$ cat config.mk
export PLATFORM = sky130hd
export DESIGN_NAME = y86_mem_arbiter_flat
export DESIGN_NICKNAME = d
export VERILOG_FILES = /design/src/rtl/y86_mem_pkg.sv /design/src/rtl/y86_mem_arbiter_if.sv /design/src/rtl/y86_arb_pick.sv /design/src/rtl/y86_mem_arbiter.sv /design/src/flat_wrapper.sv
export SDC_FILE = /design/constraint.sdc
export NUM_CORES = 1
export LEC_CHECK = 0
export CAP_MARGIN = 20
export CORE_AREA = 5 5 203 205
export DETAILED_ROUTE_END_ITERATION = 8
export DIE_AREA = 0 0 208 210
export HOLD_SLACK_MARGIN = 0.15
export PLACE_DENSITY = 0.64
export SLEW_MARGIN = 20
export SYNTH_ARGS = -nofsm -noshare
export SYNTH_HDL_FRONTEND = slang
export SYNTH_HIERARCHICAL = 1
export SYNTH_SLANG_ARGS = --single-unit
$ cat constraint.sdc
create_clock -name clock -period 3.25 [get_ports clock]
set_input_delay 0.8125 -clock clock [delete_from_list [all_inputs] [get_ports clock]]
set_output_delay 0.8125 -clock clock [all_outputs]
set_load 0.05 [all_outputs]
$ cat src/rtl/y86_mem_pkg.sv
// Shared types and constants for the Y86-64 fetch/data memory arbiter.
package y86_mem_pkg;

    localparam int unsigned WORD_W = 64;
    localparam int unsigned CNT_W  = 4;
    localparam logic [WORD_W-1:0] DEF_ADDR_LIMIT = 64'h0000_0000_0000_1000;

    typedef enum logic [1:0] {
        IDLE = 2'd0,
        WAIT = 2'd1,
        RESP = 2'd2
    } arb_state_e;

    typedef enum logic {
        SEL_IF = 1'b0,
        SEL_DM = 1'b1
    } port_sel_e;

    typedef struct packed {
        logic              we;
        logic [WORD_W-1:0] addr;
        logic [WORD_W-1:0] wdata;
    } mem_req_t;

    function automatic logic addr_illegal(input logic [WORD_W-1:0] addr,
                                          input logic [WORD_W-1:0] limit);
        return addr >= limit;
    endfunction

endpackage

$ cat src/rtl/y86_mem_arbiter_if.sv
// Fetch, data and backing-memory signal bundle for y86_mem_arbiter.
interface y86_mem_arbiter_if;
    import y86_mem_pkg::*;

    logic              if_req;
    logic [WORD_W-1:0] if_addr;
    logic              if_gnt;
    logic              if_rvalid;
    logic [WORD_W-1:0] if_rdata;
    logic              if_err;

    logic              dm_req;
    logic              dm_we;
    logic [WORD_W-1:0] dm_addr;
    logic [WORD_W-1:0] dm_wdata;
    logic              dm_gnt;
    logic              dm_rvalid;
    logic [WORD_W-1:0] dm_rdata;
    logic              dm_err;

    logic              mem_en;
    logic              mem_we;
    logic [WORD_W-1:0] mem_addr;
    logic [WORD_W-1:0] mem_wdata;
    logic [WORD_W-1:0] mem_rdata;

    modport slave (
        input  if_req, if_addr, dm_req, dm_we, dm_addr, dm_wdata, mem_rdata,
        output if_gnt, if_rvalid, if_rdata, if_err,
        output dm_gnt, dm_rvalid, dm_rdata, dm_err,
        output mem_en, mem_we, mem_addr, mem_wdata
    );

    modport master (
        output if_req, if_addr, dm_req, dm_we, dm_addr, dm_wdata, mem_rdata,
        input  if_gnt, if_rvalid, if_rdata, if_err,
        input  dm_gnt, dm_rvalid, dm_rdata, dm_err,
        input  mem_en, mem_we, mem_addr, mem_wdata
    );

endinterface

$ cat src/rtl/y86_arb_pick.sv
// Combinational port selector: data has priority unless fetch has been
// passed over MAX_STREAK times in a row.
module y86_arb_pick
    import y86_mem_pkg::*;
#(
    parameter int unsigned STREAK_W   = 2,
    parameter int unsigned MAX_STREAK = 3
) (
    input  logic                if_req,
    input  logic                dm_req,
    input  logic [STREAK_W-1:0] streak,
    output port_sel_e           sel,
    output logic                valid
);

    logic force_if;

    always_comb begin
        force_if = if_req && (streak == STREAK_W'(MAX_STREAK));
        valid    = if_req || dm_req;
        sel      = (if_req && (!dm_req || force_if)) ? SEL_IF : SEL_DM;
    end

endmodule

$ cat src/rtl/y86_mem_arbiter.sv
// Shares one fixed-latency memory between the Y86-64 fetch and data ports.
// Optional ARB_PERF_CNT_EN adds fetch-stall and data-grant counters.
module y86_mem_arbiter
    import y86_mem_pkg::*;
#(
    parameter int unsigned       MEM_LAT    = 2,
    parameter int unsigned       MAX_STREAK = 3,
    parameter logic [WORD_W-1:0] ADDR_LIMIT = DEF_ADDR_LIMIT
) (
    input  logic clock,
    input  logic reset_n,
`ifdef ARB_PERF_CNT_EN
    output logic [31:0] if_stall_cnt,
    output logic [31:0] dm_gnt_cnt,
`endif
    y86_mem_arbiter_if.slave bus
);

    localparam int unsigned STREAK_W = $clog2(MAX_STREAK + 1);

    arb_state_e          state_q, state_d;
    logic [CNT_W-1:0]    cnt_q, cnt_d;
    logic [STREAK_W-1:0] streak_q, streak_d;
    port_sel_e           cur_sel_q, cur_sel_d;
    logic                cur_we_q, cur_we_d;
    logic                cur_err_q, cur_err_d;

    logic              if_gnt_q, if_gnt_d, dm_gnt_q, dm_gnt_d;
    logic              if_rvalid_q, if_rvalid_d, dm_rvalid_q, dm_rvalid_d;
    logic              if_err_q, if_err_d, dm_err_q, dm_err_d;
    logic [WORD_W-1:0] if_rdata_q, if_rdata_d, dm_rdata_q, dm_rdata_d;
    logic              mem_en_q, mem_en_d, mem_we_q, mem_we_d;
    logic [WORD_W-1:0] mem_addr_q, mem_addr_d, mem_wdata_q, mem_wdata_d;

    port_sel_e         pick_sel;
    logic              pick_valid;
    mem_req_t          win_req;
    logic              win_bad;
    logic [WORD_W-1:0] rsp_data;

    y86_arb_pick #(
        .STREAK_W  (STREAK_W),
        .MAX_STREAK(MAX_STREAK)
    ) u_pick (
        .if_req(bus.if_req),
        .dm_req(bus.dm_req),
        .streak(streak_q),
        .sel   (pick_sel),
        .valid (pick_valid)
    );

    // Request fields of whichever port wins this edge.
    always_comb begin
        win_req = '0;
        if (pick_sel == SEL_DM) begin
            win_req.we    = bus.dm_we;
            win_req.addr  = bus.dm_addr;
            win_req.wdata = bus.dm_wdata;
        end else begin
            win_req.addr  = bus.if_addr;
        end
        win_bad = addr_illegal(win_req.addr, ADDR_LIMIT);
    end

    // Next-state and next-output logic.
    always_comb begin
        state_d     = state_q;
        cnt_d       = cnt_q;
        streak_d    = streak_q;
        cur_sel_d   = cur_sel_q;
        cur_we_d    = cur_we_q;
        cur_err_d   = cur_err_q;
        if_gnt_d    = 1'b0;
        dm_gnt_d    = 1'b0;
        if_rvalid_d = 1'b0;
        dm_rvalid_d = 1'b0;
        if_err_d    = 1'b0;
        dm_err_d    = 1'b0;
        if_rdata_d  = if_rdata_q;
        dm_rdata_d  = dm_rdata_q;
        mem_en_d    = 1'b0;
        mem_we_d    = 1'b0;
        mem_addr_d  = mem_addr_q;
        mem_wdata_d = mem_wdata_q;
        rsp_data    = (cur_err_q || cur_we_q) ? '0 : bus.mem_rdata;

        unique case (state_q)
            IDLE, RESP: begin
                state_d = IDLE;
                if (pick_valid) begin
                    state_d   = WAIT;
                    cur_sel_d = pick_sel;
                    cur_we_d  = win_req.we;
                    cur_err_d = win_bad;
                    if (pick_sel == SEL_DM) begin
                        dm_gnt_d = 1'b1;
                        if (!bus.if_req) begin
                            streak_d = '0;
                        end else if (streak_q != STREAK_W'(MAX_STREAK)) begin
                            streak_d = streak_q + STREAK_W'(1);
                        end
                    end else begin
                        if_gnt_d = 1'b1;
                        streak_d = '0;
                    end
                    // An illegal address skips memory; a zero count makes
                    // its error response land one cycle after the grant.
                    if (win_bad) begin
                        cnt_d = '0;
                    end else begin
                        cnt_d       = CNT_W'(MEM_LAT);
                        mem_en_d    = 1'b1;
                        mem_we_d    = win_req.we;
                        mem_addr_d  = win_req.addr;
                        mem_wdata_d = win_req.wdata;
                    end
                end
            end
            WAIT: begin
                if (cnt_q == '0) begin
                    state_d = RESP;
                    if (cur_sel_q == SEL_IF) begin
                        if_rvalid_d = 1'b1;
                        if_err_d    = cur_err_q;
                        if_rdata_d  = rsp_data;
                    end else begin
                        dm_rvalid_d = 1'b1;
                        dm_err_d    = cur_err_q;
                        dm_rdata_d  = rsp_data;
                    end
                end else begin
                    cnt_d = cnt_q - CNT_W'(1);
                end
            end
            default: state_d = IDLE;
        endcase
    end

    always_ff @(posedge clock or negedge reset_n) begin
        if (!reset_n) begin
            state_q     <= IDLE;
            cnt_q       <= '0;
            streak_q    <= '0;
            cur_sel_q   <= SEL_IF;
            cur_we_q    <= 1'b0;
            cur_err_q   <= 1'b0;
            if_gnt_q    <= 1'b0;
            dm_gnt_q    <= 1'b0;
            if_rvalid_q <= 1'b0;
            dm_rvalid_q <= 1'b0;
            if_err_q    <= 1'b0;
            dm_err_q    <= 1'b0;
            if_rdata_q  <= '0;
            dm_rdata_q  <= '0;
            mem_en_q    <= 1'b0;
            mem_we_q    <= 1'b0;
            mem_addr_q  <= '0;
            mem_wdata_q <= '0;
        end else begin
            state_q     <= state_d;
            cnt_q       <= cnt_d;
            streak_q    <= streak_d;
            cur_sel_q   <= cur_sel_d;
            cur_we_q    <= cur_we_d;
            cur_err_q   <= cur_err_d;
            if_gnt_q    <= if_gnt_d;
            dm_gnt_q    <= dm_gnt_d;
            if_rvalid_q <= if_rvalid_d;
            dm_rvalid_q <= dm_rvalid_d;
            if_err_q    <= if_err_d;
            dm_err_q    <= dm_err_d;
            if_rdata_q  <= if_rdata_d;
            dm_rdata_q  <= dm_rdata_d;
            mem_en_q    <= mem_en_d;
            mem_we_q    <= mem_we_d;
            mem_addr_q  <= mem_addr_d;
            mem_wdata_q <= mem_wdata_d;
        end
    end

    assign bus.if_gnt    = if_gnt_q;
    assign bus.dm_gnt    = dm_gnt_q;
    assign bus.if_rvalid = if_rvalid_q;
    assign bus.dm_rvalid = dm_rvalid_q;
    assign bus.if_err    = if_err_q;
    assign bus.dm_err    = dm_err_q;
    assign bus.if_rdata  = if_rdata_q;
    assign bus.dm_rdata  = dm_rdata_q;
    assign bus.mem_en    = mem_en_q;
    assign bus.mem_we    = mem_we_q;
    assign bus.mem_addr  = mem_addr_q;
    assign bus.mem_wdata = mem_wdata_q;

`ifdef ARB_PERF_CNT_EN
    // Free-running wrap-around performance counters.
    always_ff @(posedge clock or negedge reset_n) begin
        if (!reset_n) begin
            if_stall_cnt <= '0;
            dm_gnt_cnt   <= '0;
        end else begin
            if (bus.if_req && !if_gnt_q) begin
                if_stall_cnt <= if_stall_cnt + 32'd1;
            end
            if (dm_gnt_q) begin
                dm_gnt_cnt <= dm_gnt_cnt + 32'd1;
            end
        end
    end
`endif

endmodule

$ cat src/flat_wrapper.sv
// flat-port wrapper written by rule: the top's interface ports become plain ports
module y86_mem_arbiter_flat import y86_mem_pkg::*;
#(
    parameter int unsigned       MEM_LAT    = 2,
    parameter int unsigned       MAX_STREAK = 3,
    parameter logic [WORD_W-1:0] ADDR_LIMIT = DEF_ADDR_LIMIT
)
  (clock, reset_n, bus_if_req, bus_if_addr, bus_dm_req, bus_dm_we, bus_dm_addr, bus_dm_wdata, bus_mem_rdata, bus_if_gnt, bus_if_rvalid, bus_if_rdata, bus_if_err, bus_dm_gnt, bus_dm_rvalid, bus_dm_rdata, bus_dm_err, bus_mem_en, bus_mem_we, bus_mem_addr, bus_mem_wdata);
  y86_mem_arbiter_if bus_i ();
  input  logic clock;
  input  logic reset_n;
  input wire logic [$bits(bus_i.if_req)-1:0] bus_if_req;
  input wire logic [$bits(bus_i.if_addr)-1:0] bus_if_addr;
  input wire logic [$bits(bus_i.dm_req)-1:0] bus_dm_req;
  input wire logic [$bits(bus_i.dm_we)-1:0] bus_dm_we;
  input wire logic [$bits(bus_i.dm_addr)-1:0] bus_dm_addr;
  input wire logic [$bits(bus_i.dm_wdata)-1:0] bus_dm_wdata;
  input wire logic [$bits(bus_i.mem_rdata)-1:0] bus_mem_rdata;
  output wire logic [$bits(bus_i.if_gnt)-1:0] bus_if_gnt;
  output wire logic [$bits(bus_i.if_rvalid)-1:0] bus_if_rvalid;
  output wire logic [$bits(bus_i.if_rdata)-1:0] bus_if_rdata;
  output wire logic [$bits(bus_i.if_err)-1:0] bus_if_err;
  output wire logic [$bits(bus_i.dm_gnt)-1:0] bus_dm_gnt;
  output wire logic [$bits(bus_i.dm_rvalid)-1:0] bus_dm_rvalid;
  output wire logic [$bits(bus_i.dm_rdata)-1:0] bus_dm_rdata;
  output wire logic [$bits(bus_i.dm_err)-1:0] bus_dm_err;
  output wire logic [$bits(bus_i.mem_en)-1:0] bus_mem_en;
  output wire logic [$bits(bus_i.mem_we)-1:0] bus_mem_we;
  output wire logic [$bits(bus_i.mem_addr)-1:0] bus_mem_addr;
  output wire logic [$bits(bus_i.mem_wdata)-1:0] bus_mem_wdata;
  assign bus_i.if_req = bus_if_req;
  assign bus_i.if_addr = bus_if_addr;
  assign bus_i.dm_req = bus_dm_req;
  assign bus_i.dm_we = bus_dm_we;
  assign bus_i.dm_addr = bus_dm_addr;
  assign bus_i.dm_wdata = bus_dm_wdata;
  assign bus_i.mem_rdata = bus_mem_rdata;
  assign bus_if_gnt = bus_i.if_gnt;
  assign bus_if_rvalid = bus_i.if_rvalid;
  assign bus_if_rdata = bus_i.if_rdata;
  assign bus_if_err = bus_i.if_err;
  assign bus_dm_gnt = bus_i.dm_gnt;
  assign bus_dm_rvalid = bus_i.dm_rvalid;
  assign bus_dm_rdata = bus_i.dm_rdata;
  assign bus_dm_err = bus_i.dm_err;
  assign bus_mem_en = bus_i.mem_en;
  assign bus_mem_we = bus_i.mem_we;
  assign bus_mem_addr = bus_i.mem_addr;
  assign bus_mem_wdata = bus_i.mem_wdata;
  y86_mem_arbiter #(.MEM_LAT(MEM_LAT), .MAX_STREAK(MAX_STREAK), .ADDR_LIMIT(ADDR_LIMIT)) u_core (.clock(clock), .reset_n(reset_n), .bus(bus_i));
endmodule
==> results.ini, run 1 <==
[run_status]
status = finished clean

[flow_run]
max-cap-violations = 0

[route]
viasPerCell = 4.28
routed_wl_um = 35900
first_pass_iters = 4
drt.antenna.violating_nets = 0
num_vias = 9006
post-route-drc-count = 0
wl_per_cell_um = 17.1
drtIter0Drc = 384

[timing]
drv_slew = 0
worst_pin_slew_ns = 0.830
hold_viol_final = 0
rsz0062_at_grt = false
clock.fmax_ghz = 0.359
final-setup-viol-count = 0
relSlewSlack_pct = 44.5
fin_crit_sh_pct = 85.6
skew_ns = 0.0180
period_minus_slack_ns = 2.78
fin_setup_tns_ns = 0

[clock_network]
path_clk_slew_ns = 0.06
cts_tree = done
ctsHtreeMaxLevel = 1
clk_latency_ns = 0.57
clockBufferDepth = 3
clkSinkCount = 275
cts_buffers = 31
clock-root-buffer = clkbuf_16

[placement]
port_buffers = 524
dpl.cell_count = 2047
gp_congestion = 0.854
dpl.hpwl_um = 27300

[critical_path]
startpoint_type = input pin
crit_required_ns = 3.71
worst-setup-path-type = in -> reg
critPathArrivalTime_ns = 3.24
cp-end-kind = flop
cp_max_fo = 36

[grt]
grt_pass1_wl_um = 56000
grt_usage_pct = 15.8
grt_pass1_vias = 9724
grt_max_degree = 91
grt_antenna_before_repair = 0
grt-ovfl-total = 0

[synth]
synth.largest_area_cell = dfrtp_1
ys_seq_area_share_pct = 63.8
ys_ff_latch = 275
yosys-top-cells-area = dfrtp_1, nand2_1, o21ai_0
synthArstFlopShare_pct = 100
synth_area_um2 = 10800
ys.flop_type = dfrtp_1
yosys_warnings = 6
synth_edf_count = 0
avgSynthCellArea_um2 = 10.6
netlist_instances = 1020
synth.top_cell.area_share_pct = 63.8
synth.distinct_cells = 35
syn-num-nets = 1284

[cells_and_area]
nets = 1820
layout-drive-gt1-share_pct = 7.35
instances_no_fill = 2104
final_util_pct = 45.6
final_cell_mix = clkdlybuf4s50_1, dfrtp_1, nand2_1
area_delta_synth_final_pct = 65.8
antennaDiodeCount = 0
layout_commonest_cell = clkdlybuf4s50_1

[floorplanning]
initial_utilization_pct = 27.5
core_um2 = 39300
die_h_um = 210
die_w_um = 208
dieArea_um2 = 43700
rows = 73
ios = 525

[pwr]
power_density_nw_per_um2 = 815
peakVddDrop_mv = 0.408
power.leakage_uw = 0.00850

[min_path]
hp-class = reg -> reg

[worst max-delay path: stages]
cell and delay, ns:
clkdlybuf4s50_1 0.44, a21bo_1 0.22, nand2_2 0.08, or4_1 0.53, o22a_1 0.23, a21oi_2 0.15
nand4_1 0.16, buf_12 0.22, buf_12 0.19, and2_1 0.16
[per-stage QoR]
stage	hold WS [ns]	worst slack [ns]	total power (uW)	area, um2
floorplan	0.447	0.544	8550	10800
global placement	0.461	-0.0249	11000	16800
detailed placement	0.469	-0.0927	11100	16800
CTS	0.483	0.508	14800	17900
global route	0.498	0.324	15300	17900
finish	0.474	0.467	14600	17900
[flip-flops by register name, indices dropped and copies added, names as in the netlist]
signal / count
u_core/bus.mem_we: 1
u_core/bus.dm_gnt: 1
u_core/bus.if_rvalid: 1
u_core/bus.dm_rdata: 64
u_core/bus.mem_en: 1
u_core/bus.if_rdata: 64
u_core/bus.mem_wdata: 64
u_core/bus.if_err: 1
u_core/cur_err_q: 1
u_core/cur_sel_q: 1
u_core/bus.dm_rvalid: 1
u_core/cur_we_q: 1
u_core/state_q: 2
u_core/bus.dm_err: 1
u_core/bus.if_gnt: 1
u_core/cnt_q: 4
u_core/bus.mem_addr: 64
u_core/streak_q: 2
[per-layer routing]
metal	GRT usage [%]	routed length (um)	share of wire (%)	vias up
li1	-	-	-	4370
met4	3.26	592	1.6	0
met2	25.9	16700	47	352
met3	6.25	3460	9.6	40
met1	19.9	15100	42	4244
met5	0	0	0	-
[report_power, final]
part	internal (uW)	switching (uW)
Combinational	2010	4220
Clock	2150	1450
Sequential	4280	501
Total	8430	6160
[what timing repair did]
action,4_1_cts,5_1_grt
buffers inserted,0,0
endpoints found under the hold margin,13,0
resized for setup,0,0
hold buffers,1,0
[kinds of logic after synthesis]
family	synth area share, %
XOR/XNOR	0.162
flip-flops	63.8
multiplexers	8.44
adder cells (fa/ha/maj)	0.348
AND/OR/NAND/NOR	15.5
AO/OA/AOI/OAI	6.88
buffers and inverters	4.95
[cell type report]
cell class | instances | area (um2)
fill | 3674 | 21400
sequential | 275 | 6880
timing repair buffer | 561 | 5630
multi-input combinational | 616 | 3400
clock buffer | 35 | 821
tap | 525 | 657
inverter | 71 | 267
clock inverter | 21 | 243
[path summary, 6_finish.rpt]
check                                                     from                                  end  slack [ns]  depth (start not counted)
hold reg to reg            u_core/bus.dm_rdata[25]$_DFFE_PN0P_  u_core/bus.dm_rdata[25]$_DFFE_PN0P_        0.47                          2
setup / recovery                                    bus_dm_req  u_core/bus.mem_addr[32]$_DFFE_PN0P_        0.47                         10
max in group asynchronous                              reset_n  u_core/bus.mem_addr[63]$_DFFE_PN0P_        1.63                          3
setup reg to reg                   u_core/cnt_q[0]$_DFFE_PN0P_  u_core/bus.if_rdata[16]$_DFFE_PN0P_        0.78                          7
min in group asynchronous                              reset_n  u_core/bus.if_rdata[31]$_DFFE_PN0P_        0.77                          2
hold / removal             u_core/bus.dm_rdata[25]$_DFFE_PN0P_  u_core/bus.dm_rdata[25]$_DFFE_PN0P_        0.47                          2
[synth_stat cells, types with 2 or more instances]
| library cell | n |
|---|---|
| dfrtp_1 | 275 |
| nand2_1 | 266 |
| o21ai_0 | 131 |
| inv_1 | 71 |
| mux2i_1 | 64 |
| and2_1 | 53 |
| clkbuf_1 | 47 |
| nor4_1 | 20 |
| mux2_2 | 18 |
| nor2_1 | 17 |
| buf_6 | 6 |
| mux2_1 | 6 |
| nand3_1 | 5 |
| nand4_1 | 5 |
| a21oi_1 | 4 |
| buf_2 | 4 |
| nor3_1 | 4 |
| ha_1 | 3 |
| nand2b_1 | 3 |
| a41oi_1 | 2 |
| xnor2_1 | 2 |
No activity file was read; power rests on OpenSTA's default activity.
==> run 2: changes to the inputs <==
CORE_AREA = 2 2 206 208   (was 5 5 203 205)
PLACE_DENSITY = 0.62   (was 0.64)
==> results.ini, run 2 (synthesis gave the netlist of run 1 again) <==
[run_status]
status = finished clean

[placement]
gp_congestion = 0.838
port_buffers = 524
pre_cts_slack_ns = -0.0878
dpl.hpwl_um = 25900
dpl.cell_count = 2055

[floorplanning]
core_um2 = 41500
rows = 75
die_h_um = 210
dieArea_um2 = 43700
die_w_um = 208
initial_utilization_pct = 26.0
ios = 525

[cells_and_area]
layout-drive-gt1-share_pct = 6.81
antennaDiodeCount = 0
nets = 1813
final_cell_mix = clkdlybuf4s50_1, dfrtp_1, nand2_1
layout_commonest_cell = clkdlybuf4s50_1
instances_no_fill = 2111
area_delta_synth_final_pct = 65.7

[clock_network]
hold_buffers = 0
clkSinkCount = 275
cts_buffers = 31
clk_latency_ns = 0.56
clockBufferDepth = 3
cts_resized = 0
path_clk_slew_ns = 0.06
clock-root-buffer = clkbuf_16
ctsHtreeMaxLevel = 1
post_cts_buffers = 0
cts_tree = done

[pwr]
power_density_nw_per_um2 = 814
peakVddDrop_mv = 0.369
total_power_uw = 14600
power.leakage_uw = 0.00848

[critical_path]
worst-setup-path-type = in -> reg
reg2reg_from = u_core/streak_q[0]$_DFFE_PN0P_
regToRegEndpoint = u_core/bus.mem_addr[47]$_DFFE_PN0P_
startpoint_type = input pin
r2r_setup_slack_ns = 0.74
cp_max_fo = 36
ff2ff_path_depth = 10
crit_required_ns = 3.70
cp-end-kind = flop
critPathArrivalTime_ns = 3.24

[flow_run]
max-cap-violations = 0

[route]
drtIter0Drc = 422
viasPerCell = 4.26
first_pass_iters = 4
routed_wl_um = 35100
num_vias = 8999
post-route-drc-count = 0
drt.antenna.violating_nets = 0
wl_per_cell_um = 16.6

[grt]
grt-ovfl-total = 0
globalRouteMet3Util_pct = 6.06
grt_busiest_layer = met2
grtUsageMet2_pct = 24.8
grt_usage_pct = 15.7
grt_pass1_wl_um = 54900
grt_antenna_before_repair = 0
use_met1_pct = 20.0
grt_max_degree = 131
grt_pass1_vias = 9623

[timing]
rsz0062_at_grt = false
clock.fmax_ghz = 0.358
worst_pin_slew_ns = 0.806
drv_slew = 0
relSlewSlack_pct = 46.3
fin_setup_tns_ns = 0
skew_ns = 0.00601
fin_crit_sh_pct = 86.0
period_minus_slack_ns = 2.80
hold_viol_final = 0
setup_ws_ns = 0.455
final-setup-viol-count = 0

[min_path]
hp-class = in -> async

==> run 2: metal layers <==
layer | up-vias | share of wire, %
met3 | 60 | 11
met4 | 0 | 2.8
met1 | 4202 | 42
met2 | 378 | 45
li1 | 4359 | -
met5 | - | 0
==> run 2: worst max path at each step <==
stage	end	slack [ns]	start
after floorplan	u_core/bus.mem_addr[12]$_DFFE_PN0P_	0.54	bus_dm_req
after global placement	u_core/bus.mem_addr[35]$_DFFE_PN0P_	0.006	bus_dm_req
after detailed placement	u_core/bus.mem_addr[47]$_DFFE_PN0P_	-0.09	bus_dm_req
after CTS	u_core/bus.mem_addr[8]$_DFFE_PN0P_	0.52	bus_dm_req
after global routing	u_core/bus.mem_addr[25]$_DFFE_PN0P_	0.26	bus_dm_req
final	u_core/bus.mem_addr[47]$_DFFE_PN0P_	0.45	bus_dm_req
==> run 2: critical path, cell delays in order <==
cell and delay (ns):
clkdlybuf4s50_1 0.47, a21bo_1 0.21, nand2_2 0.10, buf_4 0.17, nor4b_1 0.31, nand4_1 0.14, o22ai_1 0.23, nand4_1 0.19
buf_12 0.22, buf_4 0.21, and2_1 0.16
==> run 2: report_power, final <==
part	switching [uW]	internal, uW
clock	1410	2140
sequential	487	4280
combinational	4220	2010
==> run 2: final cells by class <==
| cell class | instances | area [um2] |
|---|---|---|
| repair buffers | 554 | 5610 |
| well taps | 539 | 674 |
| clock buffers | 42 | 887 |
| multi-input cells | 616 | 3400 |
| inverters | 71 | 267 |
| clock inverters | 14 | 160 |
| fillers | 3996 | 23600 |
| flip-flops and latches | 275 | 6880 |
==> run 2: stage by stage <==
step                      hold WS (ns)  instance area (um2)  utilization, %
after floorplan                  0.447                10800               -
after global placement           0.462                16800            40.6
after detailed placement         0.469                16800            40.6
after CTS                        0.278                17900            43.1
after global routing             0.304                17900            43.1
final                            0.270                17900            43.1
==> run 3: changes to the inputs <==
CELL_PAD_IN_SITES_DETAIL_PLACEMENT = 1   (was unset)
CELL_PAD_IN_SITES_GLOBAL_PLACEMENT = 1   (was unset)
CORE_AREA = 2 2 204 206   (was 2 2 206 208)
DIE_AREA = 0 0 206 208   (was 0 0 208 210)
GPL_ROUTABILITY_DRIVEN = 0   (was unset)
PLACE_DENSITY = 0.78   (was 0.62)
SYNTH_HIERARCHICAL = unset   (was 1)
==> results.ini, run 3 <==
[run_status]
status = finished clean

[floorplanning]
core_um2 = 40600
rows = 74
dieArea_um2 = 42800
ios = 525
die_h_um = 208
initial_utilization_pct = 26.5
die_w_um = 206

[critical_path]
worst-setup-path-type = in -> reg
crit_path_cell_trace = clkdlybuf4s50_1, nor4_1, buf_4, nand4_1, and4b_1, o221ai_4, buf_4, mux2_2
slowest_delay_ns = 0.50
crit_required_ns = 3.71
critPathTopFamily = simple AND/OR/NAND/NOR gates
critPathArrivalTime_ns = 3.20
crit_buf_inv = 3
cpMaxStageDelayCell = nor4_1
cpMostUsedCell = buf_4
cp-end-kind = flop
cp_max_fo = 23
startpoint_type = input pin

[pwr]
power_density_nw_per_um2 = 721
pwr-share-seq_pct = 35.1
p_int_uw = 7600
p_clk_share_pct = 25.9
power.leakage_uw = 0.00834
p_switching_uw = 5110
total_power_uw = 12700
peakVddDrop_mv = 0.402
swShare_pct = 40.2
combPwrFrac_pct = 39.0

[clock_network]
cts_buffers = 30
post_cts_buffers = 0
clockBufferDepth = 3
hold_buffers = 0
cts_resized = 0
cts_tree = done
clk_latency_ns = 0.57
ctsHtreeMaxLevel = 1
clock-root-buffer = clkbuf_16
path_clk_slew_ns = 0.06
clkSinkCount = 275

[synth]
synth.largest_area_cell = dfrtp_1
ys_seq_area_share_pct = 63.9
ys.flop_type = dfrtp_1
avgSynthCellArea_um2 = 10.7
yosys_warnings = 0
synthArstFlopShare_pct = 100
ys_ff_latch = 275
synth.distinct_cells = 36
synthTopCellsByCount = dfrtp_1, nand2_1, o21ai_0, inv_1, mux2i_1
netlist_instances = 1007
yosys-top-cells-area = dfrtp_1, nand2_1, o21ai_0
synth_area_um2 = 10800
yosysMostFrequentCell = dfrtp_1
synth.top_cell.area_share_pct = 63.9
syn-num-nets = 1271
synth_edf_count = 0

[cells_and_area]
stdcell_area_um2 = 17600
n_fill_cell = 4528
nets = 1790
layout-drive-gt1-share_pct = 6.34
area_delta_synth_final_pct = 63.8
instances_no_fill = 2079
layout_commonest_cell = clkdlybuf4s50_1
final_cell_mix = clkdlybuf4s50_1, dfrtp_1, nand2_1

[placement]
port_buffers = 524
dpl.hpwl_um = 30600
place_area_um2 = 16700
dpl.cell_count = 2026

[timing]
clock.fmax_ghz = 0.365
relSlewSlack_pct = 46.9
hold_viol_final = 0
skew_ns = 0.0276
final-setup-viol-count = 0
fin_crit_sh_pct = 84.3
drv_slew = 0
period_minus_slack_ns = 2.74
rsz0062_at_grt = false
worst_pin_slew_ns = 0.794
whs_ns = 0.202

[flow_run]
max-cap-violations = 0

[route]
drt.antenna.violating_nets = 0
num_vias = 9273
wl_per_cell_um = 19.2
post-route-drc-count = 0
routed_wl_um = 40000
first_pass_iters = 4
drtIter0Drc = 384
viasPerCell = 4.46

[grt]
grt_usage_pct = 18.3
grt_pass1_vias = 10200
grt_max_degree = 81
grt-ovfl-total = 0
grt_pass1_wl_um = 60600
grt_antenna_before_repair = 9

[min_path]
hp-class = in -> async

run 3: cell count changes in the layout (fill, tap and decap cells not counted), moves of 5 or more:
cell / delta
nor2_1: -5
mux2_1: -5
mux2_2: +5
buf_12: -5
nor4_1: +5
buf_4: -5
run 3: routing by layer:
| metal | vias up | GRT usage [%] | part of all wire, % |
|---|---|---|---|
| li1 | 4289 | - | - |
| met1 | 4541 | 18.9 | 35 |
| met2 | 350 | 34.6 | 53 |
| met3 | 83 | 4.90 | 7.9 |
| met4 | 10 | 7.44 | 4.2 |
| met5 | - | 0 | 0.16 |
run 3: kinds of logic (layout without fill, tap and decap cells):
| group | after synthesis | count (layout) | synth area share [%] |
|---|---|---|---|
| simple gates | 371 | 371 | 15.4 |
| flops | 275 | 275 | 63.9 |
| compound gates | 139 | 139 | 6.74 |
| buf+inv | 129 | 667 | 4.92 |
| mux | 88 | 88 | 8.46 |
| fa+ha+maj | 3 | 3 | 0.349 |
| xor+xnor | 2 | 2 | 0.163 |
| other cells | 0 | 2 | 0 |
run 3: power by group through the flow:
stage / combinational (uW) / clock, uW / sequential (uW)
after floorplan: 821 / 0 / 6570
after global placement: 4910 / 0 / 4480
after detailed placement: 4990 / 0 / 4530
after CTS: 5010 / 3420 / 4470
after global routing: 5260 / 3550 / 4540
final: 4960 / 3300 / 4460
run 3: final cells by class:
class / count / area [um2] / area share, %
Sequential cell: 275 / 6880 / 39.0
Timing Repair Buffer: 544 / 5480 / 31.1
Multi-Input combinational cell: 603 / 3390 / 19.2
Clock buffer: 39 / 815 / 4.62
Tap cell: 532 / 666 / 3.78
Inverter: 72 / 270 / 1.53
Clock inverter: 12 / 128 / 0.724
Antenna cell: 2 / 5.00 / 0.0284
run 3: path summary, 6_finish.rpt:
path                       cells after the start  slack, ns                                 from                             endpoint
min                                            1       0.20                              reset_n  u_core.bus.dm_rdata[36]$_DFFE_PN0P_
max reg2reg                                    7       0.85          u_core.cnt_q[0]$_DFFE_PN0P_  u_core.bus.dm_rdata[44]$_DFFE_PN0P_
max in group asynchronous                      2       2.17                              reset_n  u_core.bus.mem_addr[18]$_DFFE_PN0P_
min reg2reg                                    2       0.48  u_core.bus.dm_rdata[15]$_DFFE_PN0P_  u_core.bus.dm_rdata[15]$_DFFE_PN0P_
min in group clock                             2       0.48  u_core.bus.dm_rdata[15]$_DFFE_PN0P_  u_core.bus.dm_rdata[15]$_DFFE_PN0P_
max                                            8       0.51                      bus_dm_addr[26]   u_core.bus.mem_addr[8]$_DFFE_PN0P_
run 3: metrics by stage:
step | setup slack (ns) | setup TNS [ns] | utilization (%)
2_1_floorplan | 0.783 | 0 | -
3_5_place_dp | -0.162 | -6.48 | 41.1
4_1_cts | 0.438 | 0 | 43.5
6_report | 0.511 | 0 | 43.5
5_1_grt | 0.397 | 0 | 43.5
3_3_place_gp | -0.0517 | -0.0517 | 41.1
